<file path="config.mk">
export PLATFORM = sky130hd
export DESIGN_NAME = load_store_unit_flat
export DESIGN_NICKNAME = d
export VERILOG_FILES = /design/src/rtl/load_store_unit_if.sv /design/src/rtl/load_store_unit.sv /design/src/flat_wrapper.sv
export SDC_FILE = /design/constraint.sdc
export NUM_CORES = 1
export LEC_CHECK = 0
export ABC_AREA = 1
export CORE_MARGIN = 3
export CORE_UTILIZATION = 45
export CTS_BUF_LIST = sky130_fd_sc_hd__clkbuf_8
export DETAILED_ROUTE_END_ITERATION = 10
export GPL_TIMING_DRIVEN = 0
export PLACE_DENSITY = 0.79
export SLEW_MARGIN = 0
export SYNTH_ARGS = -nofsm -noshare
export SYNTH_HDL_FRONTEND = slang
export SYNTH_SLANG_ARGS = --single-unit
export TNS_END_PERCENT = 5
</file>
<file path="constraint.sdc">
create_clock -name clk -period 1.8 [get_ports clk]
set_input_delay 0.36 -clock clk [delete_from_list [all_inputs] [get_ports clk]]
set_output_delay 0.36 -clock clk [all_outputs]
set_load 0.02 [all_outputs]
</file>
<file path="src/rtl/load_store_unit_if.sv">
// load_store_unit_if: data-memory req/ready bus between the load/store unit and memory.
interface load_store_unit_if;
    logic        req;
    logic        we;
    logic        ready;
    logic [31:0] addr;
    logic [31:0] wdata;
    logic [31:0] rdata;
    logic [3:0]  wstrb;
    modport master(output req, we, addr, wdata, wstrb, input rdata, ready);
    modport slave(input req, we, addr, wdata, wstrb, output rdata, ready);
endinterface

</file>
<file path="src/rtl/load_store_unit.sv">
// load_store_unit: RV32I memory stage; one bus access per request with lane steering,
// load extension, misalignment and timeout reporting.
module load_store_unit #(
    parameter int MAX_WAIT = 16
) (
    input  logic                     clk,
    input  logic                     rst,
    input  logic                     start,
    input  logic                     is_store,
    input  logic [2:0]               funct3,
    input  logic [31:0]              addr,
    input  logic [31:0]              store_data,
    output logic                     busy,
    output logic                     done,
    output logic [31:0]              load_data,
    output logic                     misaligned,
    output logic                     access_fault,
    load_store_unit_if.master        mem
);
    typedef enum logic [1:0] {IDLE, ACCESS, RESP} state_t;
    localparam logic [7:0] LAST = 8'(MAX_WAIT - 1);
    state_t      state;
    logic [2:0]  f3_r;
    logic [1:0]  off_r;
    logic        st_r;
    logic [7:0]  cnt;
    logic        illegal, mis;
    logic [31:0] wdata_n, ld_n;
    logic [3:0]  wstrb_n;
    logic [7:0]  byte_v;
    logic [15:0] half_v;
    always_comb begin
        illegal = is_store ? (funct3 >= 3'b011) : (funct3 == 3'b011 || funct3[2:1] == 2'b11);
        mis     = funct3[1:0] == 2'b01 ? addr[0] : funct3[1:0] == 2'b10 ? |addr[1:0] : 1'b0;
        wdata_n = funct3[1:0] == 2'b00 ? {4{store_data[7:0]}} :
                  funct3[1:0] == 2'b01 ? {2{store_data[15:0]}} : store_data;
        wstrb_n = !is_store ? 4'b0000 :
                  funct3[1:0] == 2'b00 ? 4'b0001 << addr[1:0] :
                  funct3[1:0] == 2'b01 ? (addr[1] ? 4'b1100 : 4'b0011) : 4'b1111;
        byte_v  = mem.rdata[{off_r, 3'b000} +: 8];
        half_v  = mem.rdata[{off_r[1], 4'b0000} +: 16];
        ld_n    = f3_r == 3'b000 ? {{24{byte_v[7]}}, byte_v} :
                  f3_r == 3'b001 ? {{16{half_v[15]}}, half_v} :
                  f3_r == 3'b100 ? {24'd0, byte_v} :
                  f3_r == 3'b101 ? {16'd0, half_v} : mem.rdata;
    end
    always_ff @(posedge clk) begin
        if (rst) begin
            state        <= IDLE;
            busy         <= 1'b0;
            done         <= 1'b0;
            misaligned   <= 1'b0;
            access_fault <= 1'b0;
            load_data    <= 32'd0;
            mem.req      <= 1'b0;
            mem.we       <= 1'b0;
            mem.addr     <= 32'd0;
            mem.wdata    <= 32'd0;
            mem.wstrb    <= 4'd0;
            cnt          <= 8'd0;
            f3_r         <= 3'd0;
            off_r        <= 2'd0;
            st_r         <= 1'b0;
        end else begin
            done <= 1'b0;
            case (state)
                IDLE: if (start) begin
                    st_r         <= is_store;
                    f3_r         <= funct3;
                    off_r        <= addr[1:0];
                    busy         <= 1'b1;
                    cnt          <= 8'd0;
                    mem.addr     <= {addr[31:2], 2'b00};
                    mem.wdata    <= wdata_n;
                    mem.wstrb    <= wstrb_n;
                    access_fault <= illegal;
                    misaligned   <= !illegal && mis;
                    // Faults detected here complete without touching the bus.
                    mem.req      <= !(illegal || mis);
                    mem.we       <= is_store && !(illegal || mis);
                    done         <= illegal || mis;
                    state        <= (illegal || mis) ? RESP : ACCESS;
                end
                ACCESS: if (mem.ready || cnt == LAST) begin
                    mem.req      <= 1'b0;
                    mem.we       <= 1'b0;
                    done         <= 1'b1;
                    access_fault <= !mem.ready;
                    state        <= RESP;
                    if (mem.ready && !st_r) load_data <= ld_n;
                end else begin
                    cnt <= cnt + 8'd1;
                end
                default: begin
                    busy  <= 1'b0;
                    state <= IDLE;
                end
            endcase
        end
    end
endmodule

</file>
<file path="src/flat_wrapper.sv">
// flat-port wrapper written by rule: the top's interface ports become plain ports
module load_store_unit_flat 
#(
    parameter int MAX_WAIT = 16
)
  (clk, rst, start, is_store, funct3, addr, store_data, busy, done, load_data, misaligned, access_fault, mem_req, mem_we, mem_addr, mem_wdata, mem_wstrb, mem_rdata, mem_ready);
  load_store_unit_if mem_i ();
  input  logic clk;
  input  logic rst;
  input  logic start;
  input  logic is_store;
  input  logic [2:0] funct3;
  input  logic [31:0] addr;
  input  logic [31:0] store_data;
  output logic busy;
  output logic done;
  output logic [31:0] load_data;
  output logic misaligned;
  output logic access_fault;
  output wire logic [$bits(mem_i.req)-1:0] mem_req;
  output wire logic [$bits(mem_i.we)-1:0] mem_we;
  output wire logic [$bits(mem_i.addr)-1:0] mem_addr;
  output wire logic [$bits(mem_i.wdata)-1:0] mem_wdata;
  output wire logic [$bits(mem_i.wstrb)-1:0] mem_wstrb;
  input wire logic [$bits(mem_i.rdata)-1:0] mem_rdata;
  input wire logic [$bits(mem_i.ready)-1:0] mem_ready;
  assign mem_req = mem_i.req;
  assign mem_we = mem_i.we;
  assign mem_addr = mem_i.addr;
  assign mem_wdata = mem_i.wdata;
  assign mem_wstrb = mem_i.wstrb;
  assign mem_i.rdata = mem_rdata;
  assign mem_i.ready = mem_ready;
  load_store_unit #(.MAX_WAIT(MAX_WAIT)) u_core (.clk(clk), .rst(rst), .start(start), .is_store(is_store), .funct3(funct3), .addr(addr), .store_data(store_data), .busy(busy), .done(done), .load_data(load_data), .misaligned(misaligned), .access_fault(access_fault), .mem(mem_i));
endmodule
</file>
==> metrics.yaml <==
r2r_slack_ps: 200
finClkSkew_ps: 6.54
worstHoldEndpoint: "u_core.load_data[9]"
syn_avg_cell_area_um2: 7.49
hold_path_depth: 4
cp-end-kind: "output port"
crit_required_ps: 1440
route.detailed.drc: 0
die_y_um: 115
ys.flop_type: "dfxtp_1"
r2r_cells: 8
antenna_found_initial: 0
area_growth_pct: 51.8
crit_path_max_incr_delay_ps: 620
grt_max_degree: 17
synthMuxAreaShare_pct: 0
ir_worst_vdd_mv: 0.680
cp_slowest_cell: "clkdlybuf4s50_1"
relSlewSlack_pct: 60.3
finalCritPeriodShare_pct: 97.8
path_class: "flip-flop to output port"
routed_wl_mm: 17.3
fin_util_pct: 70.6
cts_inserted_buffers: 17
critPathMaxFanout: 2
syn_area_mm2: 0.00536
synthArstFlopShare_pct: 0
worst_r2r_endpoint: "u_core.cnt[5]"
min_period_ps: 1760
yosysTopAreaCell: "dfxtp_1"
max-cap-violations: 0
p_leak_uw: 0.00428
cp_cell_sequence: "clkdlybuf4s50_1"
io_pins: 210
final_nets: 1045
ys_top_cells_by_area: "dfxtp_1, nand2_1, o21ai_0, nor2_1, a22o_1"
p_per_area_mw_per_mm2: 858
setup_viol: 0
r2r-start: "u_core.cnt[0]"
hp-start: "rst"
yosysMostFrequentCell: "nand2_1"
ys_types: 40
synth_common_cells: "nand2_1, dfxtp_1, nor2_1, o21ai_0, inv_1"
drv_slew: 0
grt_pass1_vias: 5238
grt_pass1_wl_mm: 26.3
cts_buffer_depth: 2
routabilityCongestion: 0.957
wire_per_inst_um: 15.8
port_buffers: 205
final_layout_size_suffix_gt1_share_pct: 10.3
synth_seq_area_share_pct: 44.8
drt_first_pass_iters: 5
overflow: 0
synth_top_family_by_area: "compound AO/OA/AOI/OAI gates"
first_iter_violations: 475
grt_usage_pct: 25.3
h-tree-depth: 4
ys_ff_latch: 120
yosys.area_share.simple_pct: 21.6
netlist_instances: 715
fill_cells: 998
synth_compound_area_share_pct: 22.7
cts_tree: "built"
worstPathArrival_ps: 1400
die_w_um: 115
root_buffer: "clkbuf_8"
core_area_mm2: 0.0115
synth_adder_area_share_pct: 0.234
antennaDiodeCount: 0
worstSetupStartpointType: "flip-flop"
critPathTopFamily: "buffers and inverters"
status: "completed"
finalHoldViolations: 0
rows: 39
clock_sinks: 120
tightest_slew_ps: 596
dr_total_vias: 5723
clk_latency_ps: 440
clk_pin_slew_ps: 70
initial_core_util_pct: 46.5
critPathBufInv: 1
synth_warnings: 0
synth-edff-count: 0
synth_top_area_share_pct: 44.8
hold_slack_ps: 344
synth_xor_area_share_pct: 0.164
dieArea_mm2: 0.0132
fmax_mhz: 568
ant_nets: 0
via_per_inst: 5.22
setup_tns_ps: 0
hold_class: "input pin to flip-flop"
dp_hpwl_mm: 13.1
## layout make-up
type	count	area [µm²]	share of cell area [%]
sequential	120	2400	29.5
multi-input combinational	473	2400	29.5
timing repair buffer	205	2160	26.5
inverter	83	318	3.91
clock buffer	23	317	3.89
buffer	40	239	2.94
tap	143	179	2.20
clock inverter	9	120	1.48
## metal layers
metal	part of all wire [%]	global-route usage (%)	wire [µm]	vias up
li1	-	-	-	2818
met1	43	34.4	7470	2600
met2	46	38.2	7880	275
met3	9.2	7.16	1590	30
met4	2.0	9.86	348	0
met5	0	0	0	-
## report_power, final
part | switching [µW] | total (µW) | internal [µW]
Combinational | 780 | 1450 | 665
Clock | 1050 | 2620 | 1570
Sequential | 88.3 | 2910 | 2820
Total | 1910 | 6980 | 5060
## stage by stage
step	setup slack (ps)	cells	total power, µW	instance area [µm²]
after floorplan	468	716	3700	5360
after global placement	-53.2	1064	4410	7590
after detailed placement	-109	1064	4420	7590
after CTS	3.78	1096	7030	8020
after global routing	-3.96	1096	7250	8130
final	39.9	1096	6980	8130
## state kept, by name (all words and copies together) (netlist names), 2 cells and up
name / count
u_core.load_data: 32
u_core.mem.wdata: 32
u_core.mem.addr: 30
u_core.cnt: 8
u_core.mem.wstrb: 4
u_core.f3_r: 3
u_core.off_r: 2
u_core.state: 2
## worst max-delay path by stage
stage | from | slack, ps | end | cells past startpoint
3_3_place_gp | funct3[0] | -50 | u_core.done | 7
2_1_floorplan | u_core.cnt[0] | 470 | u_core.cnt[7] | 8
3_5_place_dp | funct3[0] | -110 | u_core.done | 7
4_1_cts | u_core.mem.wdata[21] | 4 | mem_wdata[21] | 1
5_1_grt | u_core.mem.addr[15] | -4 | mem_addr[15] | 1
6_report | u_core.mem.wdata[4] | 40 | mem_wdata[4] | 1
## cell usage in the layout (no fill, tap or decap), types with 31 or more instances in the layout
| cell type | instances |
|---|---|
| nand2_1 | 127 |
| nor2_1 | 89 |
| a21oi_1 | 33 |
| nand3_1 | 33 |
| a22o_1 | 31 |
| clkdlybuf4s50_1 | 154 |
| dlymetal6s2s_1 | 45 |
| dfxtp_1 | 120 |
| inv_1 | 73 |
| o21ai_0 | 74 |
## timing repair
| action | CTS | global route |
|---|---|---|
| endpoints found under the setup margin | 6 | 45 |
| endpoints found under the hold margin | 0 | 0 |
| gates resized for setup | 6 | 45 |
| cloned | 0 | 0 |
| setup buffers | 0 | 0 |
| hold buffers | 0 | 0 |
## kinds of logic after synthesis
| logic type | after synthesis |
|---|---|
| simple gates | 269 |
| other cells | 1 |
| flops | 120 |
| fa+ha+maj | 1 |
| xor+xnor | 1 |
| buf+inv | 123 |
| compound gates | 200 |
Note: power is estimated with default switching activity, not from simulation.
